[config.mk]
export PLATFORM = sky130hd
export DESIGN_NAME = mvm_flex_flat
export DESIGN_NICKNAME = d
export VERILOG_FILES = /design/src/rtl/mvm_flex_if.sv /design/src/rtl/mvm_flex.sv /design/src/flat_wrapper.sv
export SDC_FILE = /design/constraint.sdc
export NUM_CORES = 1
export LEC_CHECK = 0
export CAP_MARGIN = 15
export CORE_ASPECT_RATIO = 1.75
export CORE_MARGIN = 4
export CORE_UTILIZATION = 55
export CTS_CLUSTER_SIZE = 24
export DETAILED_ROUTE_END_ITERATION = 6
export PLACE_DENSITY = 0.75
export SLEW_MARGIN = 10
export SYNTH_ARGS = -nofsm -noshare
export SYNTH_HDL_FRONTEND = slang
export SYNTH_SLANG_ARGS = --single-unit
[constraint.sdc]
create_clock -name clk -period 10 [get_ports clk]
set_clock_uncertainty 0.1 [all_clocks]
set_input_delay 1.5 -clock clk [delete_from_list [all_inputs] [get_ports clk]]
set_output_delay 1.5 -clock clk [all_outputs]
set_load 0.005 [all_outputs]
[src/rtl/mvm_flex_if.sv]
// Command, load-data and result-stream signals of the mvm_flex matrix-vector engine.
// master drives commands and out_ready; slave is the engine.
interface mvm_flex_if #(
  parameter int T  = 8,
  parameter int OW = 16
);
  logic                 loadMatrix;
  logic                 loadVector;
  logic                 start;
  logic signed [T-1:0]  data_in;
  logic                 out_ready;
  logic signed [OW-1:0] data_out;
  logic                 out_valid;
  logic                 done;
  logic                 busy;
  logic                 cmd_err;

  modport master (
    output loadMatrix, loadVector, start, data_in, out_ready,
    input  data_out, out_valid, done, busy, cmd_err
  );

  modport slave (
    input  loadMatrix, loadVector, start, data_in, out_ready,
    output data_out, out_valid, done, busy, cmd_err
  );
endinterface

[src/rtl/mvm_flex.sv]
// Matrix-vector multiplier y = A*x with P row MACs per cycle and a ready/valid result stream.
// state     | meaning
// IDLE      | waiting for loadMatrix / loadVector / start
// LOAD_M    | writing M*N matrix words, row-major, one per cycle
// LOAD_V    | writing N vector words, one per cycle
// COMPUTE   | N MAC cycles per group of P rows, M/P groups
// OUTPUT    | streaming y[0..M-1] under out_ready
module mvm_flex #(
  parameter int M   = 4,
  parameter int N   = 4,
  parameter int T   = 8,
  parameter int P   = 1,
  parameter int OW  = 2*T,
  parameter int SAT = 0
) (
  input  logic      clk,
  input  logic      reset,
  mvm_flex_if.slave bus
);
  localparam int G  = M / P;
  localparam int AW = 2*T + $clog2(N);
  localparam int XW = (AW > OW) ? AW : OW;
  localparam int IW = (M*N > 1) ? $clog2(M*N) : 1;
  localparam int KW = (N > 1) ? $clog2(N) : 1;
  localparam int GW = (G > 1) ? $clog2(G) : 1;
  localparam int YW = (M > 1) ? $clog2(M) : 1;

  generate
    if (M % P != 0) begin : g_bad_p
      $error("mvm_flex: M must be divisible by P");
    end
  endgenerate

  localparam logic [2:0] S_IDLE    = 3'd0;
  localparam logic [2:0] S_LOAD_M  = 3'd1;
  localparam logic [2:0] S_LOAD_V  = 3'd2;
  localparam logic [2:0] S_COMPUTE = 3'd3;
  localparam logic [2:0] S_OUTPUT  = 3'd4;

  logic [2:0]           state;
  logic [IW-1:0]        ld_idx;
  logic [KW-1:0]        k_idx;
  logic [GW-1:0]        grp;
  logic [YW-1:0]        out_idx;
  logic                 done_q;
  logic                 cmd_err_q;
  logic signed [T-1:0]  mat   [M*N];
  logic signed [T-1:0]  vec   [N];
  logic signed [AW-1:0] acc   [P];
  logic [OW-1:0]        y_mem [M];

  logic signed [T-1:0]   a_op [P];
  logic signed [2*T-1:0] prod [P];
  logic signed [AW-1:0]  sum  [P];
  logic [OW-1:0]         conv [P];

  // Clamp or wrap a full-precision sum into the OW-bit output word.
  function automatic logic [OW-1:0] to_ow(input logic signed [AW-1:0] v);
    logic signed [XW-1:0] ext;
    logic signed [XW-1:0] hi;
    logic signed [XW-1:0] lo;
    ext = XW'(v);
    hi  = XW'({1'b0, {(OW-1){1'b1}}});
    lo  = ~hi;
    if (SAT != 0) begin
      if (ext > hi) return hi[OW-1:0];
      if (ext < lo) return lo[OW-1:0];
    end
    return ext[OW-1:0];
  endfunction

  always_comb begin
    for (int p = 0; p < P; p++) begin
      a_op[p] = mat[IW'((int'(grp) * P + p) * N + int'(k_idx))];
      prod[p] = (2*T)'(a_op[p]) * (2*T)'(vec[k_idx]);
      sum[p]  = acc[p] + AW'(prod[p]);
      conv[p] = to_ow(sum[p]);
    end
  end

  always_ff @(posedge clk or negedge reset) begin
    if (!reset) begin
      state     <= S_IDLE;
      ld_idx    <= '0;
      k_idx     <= '0;
      grp       <= '0;
      out_idx   <= '0;
      done_q    <= 1'b0;
      cmd_err_q <= 1'b0;
      for (int i = 0; i < M*N; i++) mat[i]   <= '0;
      for (int i = 0; i < N; i++)   vec[i]   <= '0;
      for (int i = 0; i < P; i++)   acc[i]   <= '0;
      for (int i = 0; i < M; i++)   y_mem[i] <= '0;
    end else begin
      done_q    <= 1'b0;
      cmd_err_q <= (state != S_IDLE) && (bus.loadMatrix || bus.loadVector || bus.start);
      case (state)
        S_IDLE: begin
          if (bus.loadMatrix) begin
            state  <= S_LOAD_M;
            ld_idx <= '0;
          end else if (bus.loadVector) begin
            state  <= S_LOAD_V;
            ld_idx <= '0;
          end else if (bus.start) begin
            state <= S_COMPUTE;
            grp   <= '0;
            k_idx <= '0;
            for (int p = 0; p < P; p++) acc[p] <= '0;
          end
        end
        S_LOAD_M: begin
          mat[ld_idx] <= bus.data_in;
          if (ld_idx == IW'(M*N - 1)) begin
            state  <= S_IDLE;
            ld_idx <= '0;
          end else begin
            ld_idx <= ld_idx + IW'(1);
          end
        end
        S_LOAD_V: begin
          vec[ld_idx[KW-1:0]] <= bus.data_in;
          if (ld_idx == IW'(N - 1)) begin
            state  <= S_IDLE;
            ld_idx <= '0;
          end else begin
            ld_idx <= ld_idx + IW'(1);
          end
        end
        S_COMPUTE: begin
          if (k_idx == KW'(N - 1)) begin
            // Last column of this group: retire P finished rows and clear for the next group.
            k_idx <= '0;
            for (int p = 0; p < P; p++) begin
              y_mem[YW'(int'(grp) * P + p)] <= conv[p];
              acc[p] <= '0;
            end
            if (grp == GW'(G - 1)) begin
              state   <= S_OUTPUT;
              grp     <= '0;
              out_idx <= '0;
            end else begin
              grp <= grp + GW'(1);
            end
          end else begin
            k_idx <= k_idx + KW'(1);
            for (int p = 0; p < P; p++) acc[p] <= sum[p];
          end
        end
        S_OUTPUT: begin
          if (bus.out_ready) begin
            if (out_idx == YW'(M - 1)) begin
              state   <= S_IDLE;
              out_idx <= '0;
              done_q  <= 1'b1;
            end else begin
              out_idx <= out_idx + YW'(1);
            end
          end
        end
        default: state <= S_IDLE;
      endcase
    end
  end

  assign bus.out_valid = (state == S_OUTPUT);
  assign bus.data_out  = (state == S_OUTPUT) ? y_mem[out_idx] : '0;
  assign bus.busy      = (state != S_IDLE);
  assign bus.done      = done_q;
  assign bus.cmd_err   = cmd_err_q;
endmodule
[src/flat_wrapper.sv]
// flat-port wrapper written by rule: the top's interface ports become plain ports
module mvm_flex_flat 
#(
  parameter int M   = 4,
  parameter int N   = 4,
  parameter int T   = 8,
  parameter int P   = 1,
  parameter int OW  = 2*T,
  parameter int SAT = 0
)
  (clk, reset, bus_loadMatrix, bus_loadVector, bus_start, bus_data_in, bus_out_ready, bus_data_out, bus_out_valid, bus_done, bus_busy, bus_cmd_err);
  mvm_flex_if #(.T(T), .OW(OW)) bus_i ();
  input  logic clk;
  input  logic reset;
  input wire logic [$bits(bus_i.loadMatrix)-1:0] bus_loadMatrix;
  input wire logic [$bits(bus_i.loadVector)-1:0] bus_loadVector;
  input wire logic [$bits(bus_i.start)-1:0] bus_start;
  input wire logic [$bits(bus_i.data_in)-1:0] bus_data_in;
  input wire logic [$bits(bus_i.out_ready)-1:0] bus_out_ready;
  output wire logic [$bits(bus_i.data_out)-1:0] bus_data_out;
  output wire logic [$bits(bus_i.out_valid)-1:0] bus_out_valid;
  output wire logic [$bits(bus_i.done)-1:0] bus_done;
  output wire logic [$bits(bus_i.busy)-1:0] bus_busy;
  output wire logic [$bits(bus_i.cmd_err)-1:0] bus_cmd_err;
  assign bus_i.loadMatrix = bus_loadMatrix;
  assign bus_i.loadVector = bus_loadVector;
  assign bus_i.start = bus_start;
  assign bus_i.data_in = bus_data_in;
  assign bus_i.out_ready = bus_out_ready;
  assign bus_data_out = bus_i.data_out;
  assign bus_out_valid = bus_i.out_valid;
  assign bus_done = bus_i.done;
  assign bus_busy = bus_i.busy;
  assign bus_cmd_err = bus_i.cmd_err;
  mvm_flex #(.M(M), .N(N), .T(T), .P(P), .OW(OW), .SAT(SAT)) u_core (.clk(clk), .reset(reset), .bus(bus_i));
endmodule
# Word level (Yosys, flattened, before mapping)
# Index checks and enable logic that the tools add are counted.
# totals
reg_bits,257
in_bits,14
output_inout_bits,20
# classes
add_sub_neg,6
n_mul,1
order_cmp,9
eq_ne,20
n_mux,55
bitwise,6
reduce_logical,17
# op_table
operator,n
$bwmux W128,1
$mux W18,4
$bwmux W64,1
$mux W16,4
$mux W8,6
$pmux W18 S2,1
$bmux W16 S2,1
$bmux W8 S4,1
$bwmux W32,1
$demux W16 S2,1
$demux W8 S4,1
$mux W3,9
$mux W2,10
$add A18 B16 Y18,1
$bmux W8 S2,1
$demux W8 S2,1
$mul A8 B8 Y16,1
$mux W4,4
$pmux W3 S5,1
$pmux W2 S2,3
$pmux W4 S3,1
$ne A2 B1 Y1 const B,5
$ge A3 B3 Y1 const B,3
$not A2 Y3,3
31 further kinds,49

# Depth between registers and ports, before layout
# depth
word_depth,9
mapped_depth,21
depth_no_buf,19

# Least setup slack after synthesis
# Ideal clock, no wire load.
# synth_path
path_type,reg-to-reg
startpoint,register u_core.k_idx[1]
endpoint,register u_core.y_mem[13] (netlist name)
setup_ns,0.066
arrival_ns,5.941
setup_slack_ns,3.893
stages_incl_launch_ff,18
period_less_slack_ns,6.107
path_cell_list,dfrtp_1 -> clkbuf_1 -> clkbuf_1 -> mux4_2 -> mux4_2 -> or2_1 -> fa_1 -> fa_1 -> inv_1 -> fa_1 -> fa_1 -> fa_1 -> ha_1 -> o21ai_0 -> o21ba_2 -> a21o_1 -> a211oi_1 -> mux2_2
# synth_via
elab_chain_cells,8
word_cells_on_any_way,14
# synth_lines
item,line_no,rtl
start: declaration,mvm_flex.sv:42,logic [KW-1:0] k_idx;
start signal: assignment,mvm_flex.sv:146,k_idx <= k_idx + KW'(1);
$add A4 B2 Y4,mvm_flex.sv:74,a_op[p] = mat[IW'((int'(grp) * P + p) * N + int'(k_idx))];
$not A4 Y4 (not written as such),mvm_flex.sv:74,
$bmux W8 S4,mvm_flex.sv:74,
$mux W8 (not written as such) (2 in series),mvm_flex.sv:74,
$mul A8 B8 Y16,mvm_flex.sv:75,prod[p] = (2*T)'(a_op[p]) * (2*T)'(vec[k_idx]);
$add A18 B16 Y18,mvm_flex.sv:76,sum[p] = acc[p] + AW'(prod[p]);
$bwmux W64,mvm_flex.sv:135,y_mem[YW'(int'(grp) * P + p)] <= conv[p];
end signal: indexed assignment,mvm_flex.sv:135,
end: declaration,mvm_flex.sv:50,logic [OW-1:0] y_mem [M];
# Several ways; a longest one is shown, not always the timed one. The select of a mux whose other input is x is not followed.
# A chain may end at the register's enable or synchronous reset.

# Worst setup path after layout
# layout_path
startpoint,register u_core.k_idx[0]
endpoint,register u_core.y_mem[13] (netlist name)
# The elaborated chain is that of the path after synthesis.

==> run metrics <==
WL final=30300 um; CTS tree=yes; Post-Synthesis Net Count=1250; post-CTS sizing=0; worst min-delay path category=register to register; Setup TNS=0 ns; Rows=78; CTS Buf Count=24; initial core utilization=55.9%; Max Slew Vio Count=0; fmax=145 MHz; Worst-Margin Slew=1.04 ns; gpl congestion=0.826; Vias=8639; Worst EP arrival=7.24 ns; total grt overflow=0; post-synthesis instance area=14500 um2; Port Buffers=33; area of the multi-input gates=7530 um2; Final nets=1251; first-pass GRT wire length=49700 um; initial antenna violation count=0; GR Util All Layers=21.9%; Hold Vio Cnt, Final=0; Avg Cell Area, Syn=13.0 um2; period utilisation layout=68.7%; Worst setup EP type=register; number of remaining DRC errors=0; Avg Vias per Cell=5.95; initial DRC count=448; Yosys reg bits=255; run status=finished, final reports clean; Main synth FF type=dfrtp_1; clock root buffer=clkbuf_16; I/O Pins=34; RSZ-0062 raised after global routing=false; cts hold-fix bufs=0; CTS sink cnt=255; Synth cell types=53; max_slew headroom=30.2%; pin count of the biggest net entering global routing=111; share of the yosys chip area belonging to registers=44.0%; placed wire-length estimate=22000 um; Fill cells=2040; Mapped Cells=1118; floorplan core area=26000 um2; Sequential Area=6380 um2; WS Path Type=register to register; Ys Warns=0; CP Launch Type=register; drt first pass iters=5; post-layout min period=6.87 ns; clock latency at the later pin of the worst-skew pair=0.55 ns; vias in the first global route=9336; Detail Route Antenna Nets=0; WP data required=10.37 ns; layout cell share with drive strength beyond 1=26.5%; Post-CTS Repair Setup Buffers=0; H-tree levels=1; # setup viols final=0; Die ar.=29100 um2; CTS Buffer Depth=3; ys async rst share=100%; wire per inst=20.9 um; diodes inserted=0; Worst-path clk slew=0.07 ns; Die Wd=131 um; largest fanout on the critical path=44; Layout area overhead=8.44%; max_cap viols=0; Post-synth EDFFs=0; Die Ht=223 um
-- kinds of logic (layout without fill, tap and decap cells) --
group                    after synthesis  after routing  synth area share (%)
adder cells (fa/ha/maj)              118            118                  13.9
AO/OA/AOI/OAI                         95             95                  4.47
buffers and inverters                142            155                  4.08
XOR/XNOR                              17             17                  1.12
flip-flops                           255            255                  44.0
AND/OR/NAND/NOR                      238            238                  7.94
multiplexers                         253            253                  24.5
-- cell usage after synthesis, types with 2 or more instances --
master / n / share of area [%]
o21a_1: 3 / 0.16
a31oi_1: 9 / 0.39
nand3_1: 16 / 0.55
xor2_1: 4 / 0.24
o2bb2ai_1: 2 / 0.12
or2_1: 2 / 0.086
buf_1: 4 / 0.10
mux4_2: 63 / 9.8
o21bai_1: 2 / 0.10
a22o_1: 14 / 0.85
ha_1: 47 / 4.1
buf_6: 3 / 0.23
inv_1: 77 / 2.0
or3_1: 4 / 0.17
nor2b_1: 3 / 0.13
a21o_1: 7 / 0.36
o31ai_1: 5 / 0.26
o21ai_0: 23 / 0.79
nor2_1: 30 / 0.78
nand4_1: 2 / 0.086
nor3b_1: 2 / 0.10
nand2_1: 100 / 2.6
dfrtp_1: 255 / 44
nor4_1: 2 / 0.086
o211ai_1: 2 / 0.10
xnor2_1: 12 / 0.72
and3_1: 3 / 0.13
a211oi_1: 5 / 0.26
a21oi_1: 11 / 0.38
and2_1: 65 / 2.8
mux2_2: 189 / 15
nor3_1: 3 / 0.10
clkbuf_1: 37 / 0.96
o22ai_1: 2 / 0.086
fa_1: 71 / 9.8
buf_2: 20 / 0.69
a211o_1: 3 / 0.18
-- state kept, by name, summed over array words and instances, names as in the netlist, 3 cells and up --
register       flops
u_core.vec        32
u_core.mat       128
u_core.state       3
u_core.y_mem      64
u_core.acc        16
u_core.ld_idx      4
-- cells in the final DEF (no fill, tap or decap), types with 5 or more instances in the layout --
cell             instances
fa_1                    71
inv_1                   77
nand2_1                100
ha_1                    47
o31ai_1                  5
a211oi_1                 5
clkdlybuf4s50_1         32
and2_1                  65
clkbuf_1                 5
a21o_1                   7
nand3_1                 16
buf_4                    7
o21ai_0                 23
mux4_2                  63
mux2_2                 189
dfrtp_1                253
a22o_1                  14
clkbuf_16               24
nor2_1                  30
xnor2_1                 12
a31oi_1                  9
a21oi_1                 11
-- worst max-delay path: stages (launching register included) --
cell      delay, ns
dfrtp_2        0.34
buf_4          0.64
mux4_2         0.58
mux4_2         0.56
and2_1         0.35
inv_1          0.15
fa_1           0.42
inv_1          0.09
fa_1           0.43
fa_1           0.47
fa_1           0.58
fa_1           0.43
ha_1           0.35
o21ai_0        0.12
o21ba_2        0.24
a21o_1         0.18
a211oi_1       0.48
mux2_2         0.26
-- metrics by stage --
| stage | std cells | hold slack [ns] | area [um2] | utilization [%] | setup WS (ns) |
|---|---|---|---|---|---|
| 2_1_floorplan | 1118 | 0.340 | 14500 | - | 3.89 |
| 3_3_place_gp | 1413 | 0.353 | 15000 | 57.8 | 3.16 |
| 3_5_place_dp | 1413 | 0.362 | 15000 | 57.8 | 3.08 |
| 4_1_cts | 1451 | 0.377 | 15700 | 60.6 | 3.03 |
| 5_1_grt | 1451 | 0.397 | 15700 | 60.6 | 2.60 |
| 6_report | 1451 | 0.374 | 15700 | 60.6 | 3.13 |
-- layer usage --
metal / vias to the layer above / part of all wire (%) / global-route usage [%]
li1: 3885 / - / -
met1: 4548 / 37 / 25.2
met2: 136 / 57 / 40.8
met3: 70 / 2.3 / 2.14
met4: 0 / 3.7 / 8.34
met5: - / 0 / 0
-- path summary, 6_finish.rpt --
kind	startpoint	to	slack, ns	cells past startpoint
setup / recovery	u_core.k_idx[0]$_DFFE_PN0P_	u_core.y_mem[13]$_DFFE_PN0P_	3.13	17
hold / removal	u_core.y_mem[3]$_DFFE_PN0P_	u_core.y_mem[3]$_DFFE_PN0P_	0.37	2
setup reg to reg	u_core.k_idx[0]$_DFFE_PN0P_	u_core.y_mem[13]$_DFFE_PN0P_	3.13	17
hold reg to reg	u_core.y_mem[3]$_DFFE_PN0P_	u_core.y_mem[3]$_DFFE_PN0P_	0.37	2
max in group asynchronous	reset	u_core.mat[4]$_DFFE_PN0P_	7.31	2
min in group asynchronous	reset	u_core.y_mem[31]$_DFFE_PN0P_	0.94	1
-- cell type report --
class,count,share of cell area (%)
Multi-Input combinational cell,721,47.9
Clock buffer,32,4.20
Sequential cell,255,40.6
Timing Repair Buffer,40,2.47
Tap cell,320,2.55
Inverter,77,1.84
Clock inverter,6,0.446
Power is not shown: default switching activity piles up to over one toggle a cycle in this logic, so the estimate is an artifact.
